**config.mk**
```make
export PLATFORM = sky130hd
export DESIGN_NAME = unpack_polyvec_decompress
export DESIGN_NICKNAME = d
export VERILOG_FILES = /design/src/rtl/unpack_polyvec_decompress.sv
export SDC_FILE = /design/constraint.sdc
export NUM_CORES = 1
export LEC_CHECK = 0
export CORE_MARGIN = 4
export CORE_UTILIZATION = 45
export DETAILED_ROUTE_END_ITERATION = 10
export GPL_TIMING_DRIVEN = 0
export PLACE_DENSITY = 0.77
export SLEW_MARGIN = 40
export SYNTH_ARGS = -nofsm -noshare
export SYNTH_HDL_FRONTEND = slang
export SYNTH_SLANG_ARGS = --single-unit
```
**constraint.sdc**
```tcl
create_clock -name i_Clk -period 3.2 [get_ports i_Clk]
set_clock_uncertainty 0.1 [all_clocks]
set_input_delay 0.64 -clock i_Clk [delete_from_list [all_inputs] [get_ports i_Clk]]
set_output_delay 0.64 -clock i_Clk [all_outputs]
set_load 0.05 [all_outputs]
```
**src/rtl/unpack_polyvec_decompress.sv**
```systemverilog
// Kyber512 polyvec u-part unpack (d_u=10): 5 bytes -> 4 coeffs, decompressed when UNPACK_POLYVEC_DECOMPRESS_EN is defined.
// First coeff valid 1 cycle after the 5th byte; coeffs stall on i_Coeff_Ready and no bytes are taken while emitting.
module unpack_polyvec_decompress #(
  parameter int KYBER_N      = 256,
  parameter int KYBER_K      = 2,
`ifdef UNPACK_POLYVEC_DECOMPRESS_EN
  parameter int KYBER_Q      = 3329,
`endif
  parameter int o_Width      = 16,
  parameter int i_Byte_Width = 8
) (
  input  logic                    i_Clk,
  input  logic                    i_Rst_n,
  input  logic                    i_Start,
  input  logic [i_Byte_Width-1:0] i_Byte,
  input  logic                    i_Byte_Valid,
  output logic                    o_Byte_Ready,
  output logic [o_Width-1:0]      o_Coeff,
  output logic                    o_Coeff_Valid,
  input  logic                    i_Coeff_Ready,
  output logic [7:0]              o_Coeff_Idx,
  output logic [0:0]              o_Poly_Idx,
  output logic                    o_Busy,
  output logic                    o_Done
);

  typedef enum logic [1:0] {IDLE, COLLECT, EMIT, DONE} state_t;

  localparam logic [7:0] LAST_COEFF = 8'(KYBER_N - 1);
  localparam logic [0:0] LAST_POLY  = 1'(KYBER_K - 1);

  state_t                  state;
  logic [i_Byte_Width-1:0] grp [5];
  logic [2:0]              byte_cnt;
  logic [1:0]              lane;
  logic                    byte_acc;
  logic                    coeff_acc;
  logic                    last_coeff;
  logic [9:0]              raw_c0;
  logic [9:0]              raw_next;

  function automatic logic [o_Width-1:0] map_coeff(input logic [9:0] raw);
`ifdef UNPACK_POLYVEC_DECOMPRESS_EN
    logic [21:0] prod;
    prod = 22'(raw) * 22'(KYBER_Q) + 22'd512;
    return o_Width'(prod[21:10]);
`else
    return o_Width'(raw);
`endif
  endfunction

  assign byte_acc   = o_Byte_Ready & i_Byte_Valid;
  assign coeff_acc  = o_Coeff_Valid & i_Coeff_Ready;
  assign last_coeff = (o_Coeff_Idx == LAST_COEFF) && (o_Poly_Idx == LAST_POLY);

  // c0 only needs b0/b1, so it can be formed while b4 is still being accepted.
  always_comb begin
    raw_c0   = {grp[1][1:0], grp[0]};
    raw_next = raw_c0;
    case (lane)
      2'd0:    raw_next = {grp[2][3:0], grp[1][7:2]};
      2'd1:    raw_next = {grp[3][5:0], grp[2][7:4]};
      2'd2:    raw_next = {grp[4], grp[3][7:6]};
      default: raw_next = raw_c0;
    endcase
  end

  always_ff @(posedge i_Clk) begin
    if (!i_Rst_n) begin
      state         <= IDLE;
      for (int i = 0; i < 5; i++) grp[i] <= '0;
      byte_cnt      <= '0;
      lane          <= '0;
      o_Byte_Ready  <= 1'b0;
      o_Coeff       <= '0;
      o_Coeff_Valid <= 1'b0;
      o_Coeff_Idx   <= '0;
      o_Poly_Idx    <= '0;
      o_Busy        <= 1'b0;
      o_Done        <= 1'b0;
    end else begin
      o_Done <= 1'b0;
      case (state)
        IDLE: begin
          if (i_Start) begin
            state        <= COLLECT;
            o_Byte_Ready <= 1'b1;
            o_Busy       <= 1'b1;
            byte_cnt     <= '0;
            lane         <= '0;
            o_Coeff_Idx  <= '0;
            o_Poly_Idx   <= '0;
          end
        end
        COLLECT: begin
          if (byte_acc) begin
            for (int i = 0; i < 5; i++)
              if (byte_cnt == 3'(i)) grp[i] <= i_Byte;
            if (byte_cnt == 3'd4) begin
              state         <= EMIT;
              byte_cnt      <= '0;
              lane          <= '0;
              o_Byte_Ready  <= 1'b0;
              o_Coeff_Valid <= 1'b1;
              o_Coeff       <= map_coeff(raw_c0);
            end else begin
              byte_cnt <= byte_cnt + 3'd1;
            end
          end
        end
        EMIT: begin
          if (coeff_acc) begin
            if (lane == 2'd3) begin
              o_Coeff_Valid <= 1'b0;
              lane          <= '0;
              if (last_coeff) begin
                state       <= DONE;
                o_Busy      <= 1'b0;
                o_Done      <= 1'b1;
                o_Coeff_Idx <= '0;
                o_Poly_Idx  <= '0;
              end else begin
                state        <= COLLECT;
                o_Byte_Ready <= 1'b1;
              end
            end else begin
              lane    <= lane + 2'd1;
              o_Coeff <= map_coeff(raw_next);
            end
            // Indices track the coefficient on o_Coeff, so they step on every handshake.
            if (!last_coeff) begin
              if (o_Coeff_Idx == LAST_COEFF) begin
                o_Coeff_Idx <= '0;
                o_Poly_Idx  <= o_Poly_Idx + 1'b1;
              end else begin
                o_Coeff_Idx <= o_Coeff_Idx + 8'd1;
              end
            end
          end
        end
        DONE: begin
          state <= IDLE;
        end
        default: state <= IDLE;
      endcase
    end
  end

endmodule

```
==> results of run 1 <==
## cell usage in the layout (no fill, tap or decap), types with 2 or more instances in the layout
cell,count
edfxtp_1,40
clkdlybuf4s50_1,35
dfxtp_1,30
nand2_1,29
a21oi_1,17
nand2b_1,12
a222oi_1,12
o211ai_1,11
nand3_1,10
ha_1,10
nor2_1,9
o21ai_0,9
clkbuf_8,9
inv_1,8
and2_1,8
buf_4,8
clkbuf_1,7
a31oi_1,6
conb_1,6
nand4_1,5
or3_1,4
and3_1,3
nor3_1,3
a21boi_0,3
buf_2,3
o21a_1,3
buf_1,3
inv_6,3
nor4_1,2
and4_1,2
or4_1,2
mux2i_1,2
clkinvlp_4,2
## metal layers
layer  global-route usage  up-vias  share of wire
li1                     -     1170              -
met1                0.234     1148           0.47
met2                0.253      102           0.45
met3               0.0320       14          0.062
met4               0.0854        0          0.020
met5                    0        -              0
## power by group through the flow
stage / Clock (mW) / Combinational [mW] / Sequential (mW)
floorplan: 0 / 0.0752 / 1.01
global placement: 0 / 0.126 / 1.00
detailed placement: 0 / 0.128 / 1.00
CTS: 0.682 / 0.128 / 0.983
global route: 0.719 / 0.139 / 0.986
finish: 0.667 / 0.129 / 0.983
## state kept, by name, summed over array words and instances, names as in the netlist, 2 cells and up
name         flops
o_Coeff         10
o_Coeff_Idx      8
state            2
lane             2
byte_cnt         3
grp             40
## through the flow
step                      power, mW  hold WS, ns  cell area [µm²]  instances  utilization
after floorplan                1.09        0.365             3180        289            -
after global placement         1.13        0.360             3650        420        0.535
after detailed placement       1.13        0.359             3650        420        0.535
after CTS                      1.79        0.371             3840        436        0.562
after global routing           1.84        0.392             3840        436        0.562
final                          1.78        0.370             3840        436        0.562
## cells by family after synthesis
logic type               synth area share
flip-flops                          0.569
multiplexers                      0.00632
adder cells (fa/ha/maj)            0.0395
AND/OR/NAND/NOR                     0.178
other                             0.00118
buffers and inverters              0.0451
AO/OA/AOI/OAI                       0.161
## layout make-up
class,count,area (µm²),share of cell area
buffer,21,113,0.0293
clock buffer,9,124,0.0323
clock inverter,7,61.3,0.0160
inverter,8,30.0,0.00782
multi-input combinational,190,1240,0.323
sequential,70,1800,0.469
tap,96,120,0.0313
timing repair buffer,35,350,0.0912
## worst paths after layout
| path | end | slack, ns | cells after the start |
|---|---|---|---|
| worst max-delay path | o_Coeff_Idx[3] | 0.78 | 1 |
| worst min-delay path | o_Coeff[0] | 0.37 | 2 |
| worst max register to register | o_Coeff[0] | 0.97 | 6 |
| worst min register to register | o_Coeff[0] | 0.37 | 2 |
==> flow_metrics.py, run 1 <==
metrics = {
    "clocking": {
        "cts.htree.levels": 3,
        "cts_tree": "yes",
        "clk_path_buf_depth": 2,
        "cts_buffers": 9,
        "clock_latency_ns": 0.35,
        "cts_hold_buf": 0,
        "cts_resized": 0,
        "clock-sinks": 70,
        "cts_root_buf": "clkbuf_8",
        "cts.clk_slew.worst_paths_ns": 0.08,
        "postCtsSetupBuffers": 0,
    },
    "power_and_ir_drop": {
        "power.density_mw_per_mm2": 463,
        "p_leak_nw": 1.34,
        "comb_power_share": 0.072,
        "switchingPower_uw": 463,
        "p_int_mw": 1.32,
        "pwr-share-seq": 0.553,
        "switching_share": 0.260,
        "ir_drop_mv": 0.298,
        "p_clk_frac": 0.375,
    },
    "logic_synthesis": {
        "ys_top_cells_by_count": "edfxtp_1, dfxtp_1, nand2_1, a21oi_1",
        "synth_top_cell_area_share": 0.379,
        "synth.largest_area_cell": "edfxtp_1",
        "synth_area_mm2": 0.00317,
        "synth_area_leaders": "edfxtp_1, dfxtp_1, ha_1",
        "ys_types": 51,
        "yosysMostFrequentCell": "edfxtp_1",
        "synth_edf_count": 40,
        "syn_area_per_cell_um2": 11.1,
        "ys_seq_area_frac": 0.569,
        "async_flop_share": 0,
        "synth_seq_cells": 70,
        "syn_inst": 284,
        "ys.flop_type": "edfxtp_1",
        "ys_warn_count": 0,
    },
    "critical_path": {
        "cp-end-kind": "output port",
        "slowest_delay_ns": 0.86,
        "cp-start-kind": "flop",
        "path_class": "flop to output port",
        "critPathLaunch": "o_Coeff_Idx[3]",
        "critPathMaxFanout": 8,
        "crit_slowest_cell": "clkdlybuf4s50_1",
        "r2r_start": "state[1]",
        "crit_family": "buffers and inverters",
        "worstPathRequired_ns": 2.46,
        "path_buf_inv": 1,
        "cp_cell_sequence": "clkdlybuf4s50_1",
        "arrival_ns": 1.68,
    },
    "global_routing": {
        "grt_overflow_total": 0,
        "grt_max_degree": 16,
        "grt_usage": 0.169,
        "first_global_vias": 2243,
        "antenna_found_initial": 0,
        "grt_pass1_wl_um": 11200,
    },
    "route": {
        "drc": 0,
        "wl_per_cell_um": 15.7,
        "via_per_inst": 5.58,
        "totalWireLength_um": 6850,
        "num_vias": 2434,
        "drtIter0Drc": 279,
        "drtPass1Iterations": 5,
        "postRouteAntennaNets": 0,
    },
    "place": {
        "hpwl_um": 4810,
        "io_buffers": 35,
        "routabilityCongestion": 0.921,
        "dpl_worst_slack_ns": 0.577,
    },
    "floorplanning": {
        "chipHeight_um": 91.9,
        "start_util": 0.463,
        "ios": 42,
        "die-area_mm2": 0.00844,
        "row_count": 30,
        "coreArea_mm2": 0.00683,
        "die_w_um": 91.9,
    },
    "timing": {
        "fmax_mhz": 413,
        "slew_headroom": 0.472,
        "finalHoldViolations": 0,
        "timing.final.ws_setup_ns": 0.780,
        "fin_setup_tns_ns": 0,
        "tightest_slew_ns": 0.791,
        "timing.final.crit_share": 0.756,
        "grt_setup_unrepaired": "false",
        "period_needed_ns": 2.42,
        "setup_violations": 0,
        "slew_viol_final": 0,
    },
    "run_status": {
        "status": "finished, final reports clean",
    },
    "layout": {
        "layout-drive-gt1-share": 0.0941,
        "fin_nets": 358,
        "num_antenna_cells": 0,
        "area_delta_synth_final_pct": 21.3,
        "fillCellCount": 618,
    },
    "hold_path": {
        "hold_path_class": "flop to flop",
        "holdCritStartpoint": "o_Coeff[0]",
    },
    "job": {
        "drv_cap": 0,
    },
}
(Power assumes the default switching activity.)
==> inputs of run 2 (changes only) <==
--- a/config.mk
+++ b/config.mk
@@ -9,7 +9,7 @@
 export CORE_UTILIZATION = 45
 export DETAILED_ROUTE_END_ITERATION = 10
 export GPL_TIMING_DRIVEN = 0
-export PLACE_DENSITY = 0.77
+export PLACE_DENSITY = 0.8
 export SLEW_MARGIN = 40
 export SYNTH_ARGS = -nofsm -noshare
 export SYNTH_HDL_FRONTEND = slang
==> constraint.sdc (replaced) <==
create_clock -name i_Clk -period 2.1 [get_ports i_Clk]
set_clock_uncertainty 0.1 [all_clocks]
set_input_delay 0.42 -clock i_Clk [delete_from_list [all_inputs] [get_ports i_Clk]]
set_output_delay 0.42 -clock i_Clk [all_outputs]
set_load 0.05 [all_outputs]
==> flow_metrics.py, run 2 (synthesis gave the netlist of run 1 again) <==
metrics = {
    "clocking": {
        "cts_buffers": 9,
        "clk_path_buf_depth": 2,
        "clock_latency_ns": 0.35,
        "clock-sinks": 70,
        "cts_root_buf": "clkbuf_8",
        "cts_tree": "yes",
        "cts.clk_slew.worst_paths_ns": 0.08,
        "cts.htree.levels": 3,
    },
    "critical_path": {
        "path_class": "flop to output port",
        "crit_slowest_cell": "clkdlybuf4s50_1",
        "slowest_delay_ns": 0.82,
        "arrival_ns": 1.53,
        "crit_family": "buffers and inverters",
        "path_buf_inv": 1,
        "r2r_slack_ns": 0.12,
        "r2r_start": "lane[0]",
        "worstPathRequired_ns": 1.58,
        "critPathMaxFanout": 2,
        "r2r_end": "o_Coeff[9]",
        "cp-start-kind": "flop",
        "r2r.worst_path.cells": 7,
        "cp_cell_sequence": "clkdlybuf4s50_1",
        "cp-end-kind": "output port",
    },
    "route": {
        "drtPass1Iterations": 5,
        "maxUsedRoutingLayer": "met4",
        "wl_met3_um": 518,
        "totalWireLength_um": 6870,
        "wl_per_cell_um": 15.7,
        "dr_wl_met2_um": 3190,
        "drc": 0,
        "num_vias": 2441,
        "drt-met1-wl_um": 3040,
        "via_per_inst": 5.59,
        "postRouteAntennaNets": 0,
        "drtIter0Drc": 206,
    },
    "layout": {
        "largest_reg_flops": 40,
        "layout-drive-gt1-share": 0.135,
        "top_register": "grp",
        "fin_nets": 359,
        "num_antenna_cells": 0,
        "mostFrequentLayoutCells": "edfxtp_1, nand2_1, dfxtp_1",
        "top_regs": "grp: 40 flops, o_Coeff: 10 flops, o_Coeff_Idx: 8 flops",
        "area_delta_synth_final_pct": 22.6,
        "final_common_cell": "edfxtp_1",
    },
    "timing": {
        "finalHoldViolations": 0,
        "timing.final.ws_setup_ns": 0.0522,
        "slew_viol_final": 0,
        "setup_violations": 0,
        "fmax_mhz": 488,
        "timing.final.crit_share": 0.975,
        "tightest_slew_ns": 0.706,
        "grt_setup_unrepaired": "false",
        "period_needed_ns": 2.05,
        "slew_headroom": 0.525,
    },
    "place": {
        "io_buffers": 35,
        "routabilityCongestion": 0.960,
        "dpl_worst_slack_ns": -0.316,
        "hpwl_um": 4820,
    },
    "run_status": {
        "status": "finished, final reports clean",
    },
    "power_and_ir_drop": {
        "power_mw": 2.69,
        "power.density_mw_per_mm2": 694,
        "comb_power_share": 0.076,
        "switchingPower_uw": 692,
        "p_leak_nw": 1.44,
        "switching_share": 0.257,
        "pwr-share-seq": 0.557,
        "p_int_mw": 2.00,
        "ir_drop_mv": 0.303,
        "p_clk_frac": 0.368,
    },
    "hold_path": {
        "holdPathEnd": "o_Coeff[2]",
        "whs_path_depth": 2,
        "holdCritStartpoint": "o_Coeff[2]",
        "hold_path_class": "flop to flop",
    },
    "global_routing": {
        "grt_overflow_total": 0,
        "grt_usage": 0.170,
        "grt_max_degree": 15,
        "antenna_found_initial": 0,
        "first_global_vias": 2351,
        "grt_pass1_wl_um": 11300,
    },
    "floorplanning": {
        "die_w_um": 91.9,
        "ios": 42,
        "row_count": 30,
        "coreArea_mm2": 0.00683,
        "die-area_mm2": 0.00844,
        "start_util": 0.463,
        "chipHeight_um": 91.9,
    },
    "job": {
        "drv_cap": 0,
    },
}
run 2: cell types whose count changed in the layout (fill, tap and decap cells not counted), moves of 2 or more:
cell,before,now
clkdlybuf4s50_1,35,24
dlygate4sd2_1,0,9
buf_4,8,12
buf_1,3,1
clkbuf_1,7,5
dfxtp_1,30,28
dfxtp_2,0,2
dlymetal6s2s_1,0,2
ha_1,10,8
run 2: what timing repair did:
item	CTS	global route
buffers inserted	1	2
resized for setup	13	14
hold buffers	0	0
pin swaps	1	3
endpoints found under the setup margin	19	26
run 2: layer usage:
layer	vias up	track usage
met5	-	0
met4	0	0.0767
met3	11	0.0435
met2	115	0.262
met1	1141	0.224
li1	1174	-
run 2: power groups by stage:
stage                     Combinational, mW  Sequential, mW  Clock, mW
after global placement                0.191            1.53          0
after floorplan                       0.115            1.54          0
final                                 0.203            1.50      0.990
after detailed placement              0.195            1.53          0
after global routing                  0.219            1.50       1.07
after CTS                             0.196            1.50       1.00
run 2: worst max-delay path by stage:
stage                    from             end  cells after the start
6_report           o_Coeff[5]      o_Coeff[5]                      1
5_1_grt               lane[0]      o_Coeff[7]                      7
4_1_cts        o_Coeff_Idx[7]  o_Coeff_Idx[7]                      1
3_5_place_dp          i_Start  o_Coeff_Idx[3]                      6
3_3_place_gp          i_Start  o_Coeff_Idx[3]                      6
2_1_floorplan  o_Coeff_Idx[0]  o_Coeff_Idx[6]                      5
run 2: final cells by class:
cell class	instances	area, µm²
fillers	583	2950
flip-flops and latches	70	1800
multi-input cells	190	1270
repair buffers	38	367
clock buffers	9	124
well taps	96	120
plain buffers	19	113
clock inverters	7	56.3
inverters	8	30.0
run 2: through the flow:
stage | instances | util | hold slack (ns) | cell area [µm²] | setup TNS, ns
5_1_grt | 437 | 0.568 | 0.387 | 3880 | 0
6_report | 437 | 0.568 | 0.371 | 3880 | 0
3_3_place_gp | 420 | 0.535 | 0.361 | 3650 | -14.17
3_5_place_dp | 420 | 0.535 | 0.362 | 3650 | -17.21
4_1_cts | 437 | 0.562 | 0.374 | 3840 | 0
2_1_floorplan | 289 | - | 0.365 | 3180 | 0
==> inputs of run 3 (changes only) <==
--- a/config.mk
+++ b/config.mk
@@ -10,6 +10,7 @@
 export DETAILED_ROUTE_END_ITERATION = 10
 export GPL_TIMING_DRIVEN = 0
 export PLACE_DENSITY = 0.8
+export RECOVER_POWER = 25
 export SLEW_MARGIN = 40
 export SYNTH_ARGS = -nofsm -noshare
 export SYNTH_HDL_FRONTEND = slang
==> flow_metrics.py, run 3 (synthesis gave the netlist of run 1 again) <==
metrics = {
    "run_status": {
        "status": "finished, final reports clean",
    },
    "critical_path": {
        "arrival_ns": 1.53,
        "crit_family": "buffers and inverters",
        "path_buf_inv": 1,
        "r2r_end": "o_Coeff[9]",
        "critPathMaxFanout": 2,
        "crit_slowest_cell": "clkdlybuf4s50_1",
        "cp-start-kind": "flop",
        "path_class": "flop to output port",
        "r2r_slack_ns": 0.13,
        "cp_cell_sequence": "clkdlybuf4s50_1",
        "r2r.worst_path.cells": 7,
        "worstPathRequired_ns": 1.58,
        "slowest_delay_ns": 0.82,
        "r2r_start": "lane[0]",
        "cp.depth": 1,
        "cp-end-kind": "output port",
    },
    "route": {
        "num_vias": 2445,
        "drtPass1Iterations": 5,
        "totalWireLength_um": 6900,
        "drc": 0,
        "postRouteAntennaNets": 0,
        "via_per_inst": 5.59,
        "drtIter0Drc": 206,
        "wl_per_cell_um": 15.8,
    },
    "hold_path": {
        "whs_path_depth": 2,
        "holdPathEnd": "o_Coeff[2]",
        "hold_path_class": "flop to flop",
        "holdCritStartpoint": "o_Coeff[2]",
    },
    "floorplanning": {
        "die_w_um": 91.9,
        "die-area_mm2": 0.00844,
        "start_util": 0.463,
        "row_count": 30,
        "chipHeight_um": 91.9,
        "ios": 42,
        "coreArea_mm2": 0.00683,
    },
    "clocking": {
        "cts.clk_slew.worst_paths_ns": 0.08,
        "cts_hold_buf": 0,
        "clock_latency_ns": 0.35,
        "cts_buffers": 9,
        "cts.htree.levels": 3,
        "cts_root_buf": "clkbuf_8",
        "clk_path_buf_depth": 2,
        "cts_tree": "yes",
        "clock-sinks": 70,
    },
    "power_and_ir_drop": {
        "p_clk_frac": 0.368,
        "comb_power_share": 0.076,
        "p_leak_nw": 1.40,
        "power.density_mw_per_mm2": 697,
        "ir_drop_mv": 0.301,
        "switching_share": 0.257,
        "power_mw": 2.69,
        "pwr-share-seq": 0.557,
        "p_int_mw": 2.00,
        "switchingPower_uw": 691,
    },
    "layout": {
        "area_delta_synth_final_pct": 22.1,
        "final_common_cell": "edfxtp_1",
        "layout-drive-gt1-share": 0.135,
        "fillCellCount": 583,
        "mostFrequentLayoutCells": "edfxtp_1, nand2_1, dfxtp_1",
        "largest_reg_flops": 40,
        "top_register": "grp",
        "top_regs": "grp: 40 flops, o_Coeff: 10 flops, o_Coeff_Idx: 8 flops",
        "num_antenna_cells": 0,
        "fin_nets": 359,
    },
    "timing": {
        "timing.final.crit_share": 0.974,
        "setup_violations": 0,
        "grt_setup_unrepaired": "false",
        "slew_headroom": 0.517,
        "holdWs_ns": 0.371,
        "finalHoldViolations": 0,
        "fmax_mhz": 489,
        "tightest_slew_ns": 0.717,
        "period_needed_ns": 2.05,
        "slew_viol_final": 0,
    },
    "global_routing": {
        "grt_usage": 0.170,
        "grt_pass1_wl_um": 11300,
        "first_global_vias": 2351,
        "grt_max_degree": 15,
        "grt_overflow_total": 0,
        "antenna_found_initial": 0,
    },
    "place": {
        "routabilityCongestion": 0.960,
        "hpwl_um": 4820,
        "io_buffers": 35,
    },
    "job": {
        "drv_cap": 0,
    },
}
[run 3: changes by cell type in the layout (fill, tap and decap cells not counted), sizes merged]
| cell | delta |
|---|---|
| dlygate4sd3 | +1 |
| dlymetal6s2s | -2 |
| clkbuf | +2 |
| clkdlybuf4s50 | -1 |
[run 3: worst max-delay path by stage]
stage | from | to | slack (ns)
after floorplan | o_Coeff_Idx[0] | o_Coeff_Idx[6] | 0.08
after global placement | i_Start | o_Coeff_Idx[3] | -0.29
after detailed placement | i_Start | o_Coeff_Idx[3] | -0.32
after CTS | o_Coeff_Idx[7] | o_Coeff_Idx[7] | 0.003
after global routing | lane[0] | o_Coeff[7] | 0.004
final | o_Coeff[5] | o_Coeff[5] | 0.05
[run 3: what timing repair did]
action / CTS / global route
pin swaps: 1 / 3
endpoints found under the hold margin: 0 / 0
resized for setup: 13 / 14
buffers inserted: 1 / 2
setup endpoints to repair: 19 / 26
[run 3: layout make-up]
class                      instances  area, µm²  area share
timing repair buffer              38        349      0.0903
tap                               96        120      0.0311
inverter                           8       30.0     0.00777
buffer                            19        113      0.0291
multi-input combinational        190       1270       0.328
sequential                        70       1800       0.467
clock buffer                       9        124      0.0321
clock inverter                     7       56.3      0.0146
[run 3: metrics by stage]
| stage | TNS, ns | util | cells | area [µm²] | worst slack [ns] |
|---|---|---|---|---|---|
| global placement | -14.17 | 0.535 | 420 | 3650 | -0.288 |
| global route | 0 | 0.566 | 437 | 3860 | 0.00383 |
| floorplan | 0 | - | 289 | 3180 | 0.0759 |
| CTS | 0 | 0.562 | 437 | 3840 | 0.00277 |
| detailed placement | -17.21 | 0.535 | 420 | 3650 | -0.316 |
| finish | 0 | 0.566 | 437 | 3860 | 0.0538 |
[run 3: power by group through the flow]
stage                     clock network [mW]  registers, mW  logic, mW
final                                  0.990           1.50      0.203
after global placement                     0           1.53      0.191
after floorplan                            0           1.54      0.115
after CTS                               1.00           1.50      0.196
after global routing                    1.07           1.50      0.219
after detailed placement                   0           1.53      0.195
[run 3: routing by layer]
metal | vias to the layer above | share of wire | global-route usage
li1 | 1175 | - | -
met1 | 1142 | 0.44 | 0.224
met2 | 118 | 0.47 | 0.262
met3 | 10 | 0.077 | 0.0435
met4 | 0 | 0.016 | 0.0767
met5 | - | 0 | 0
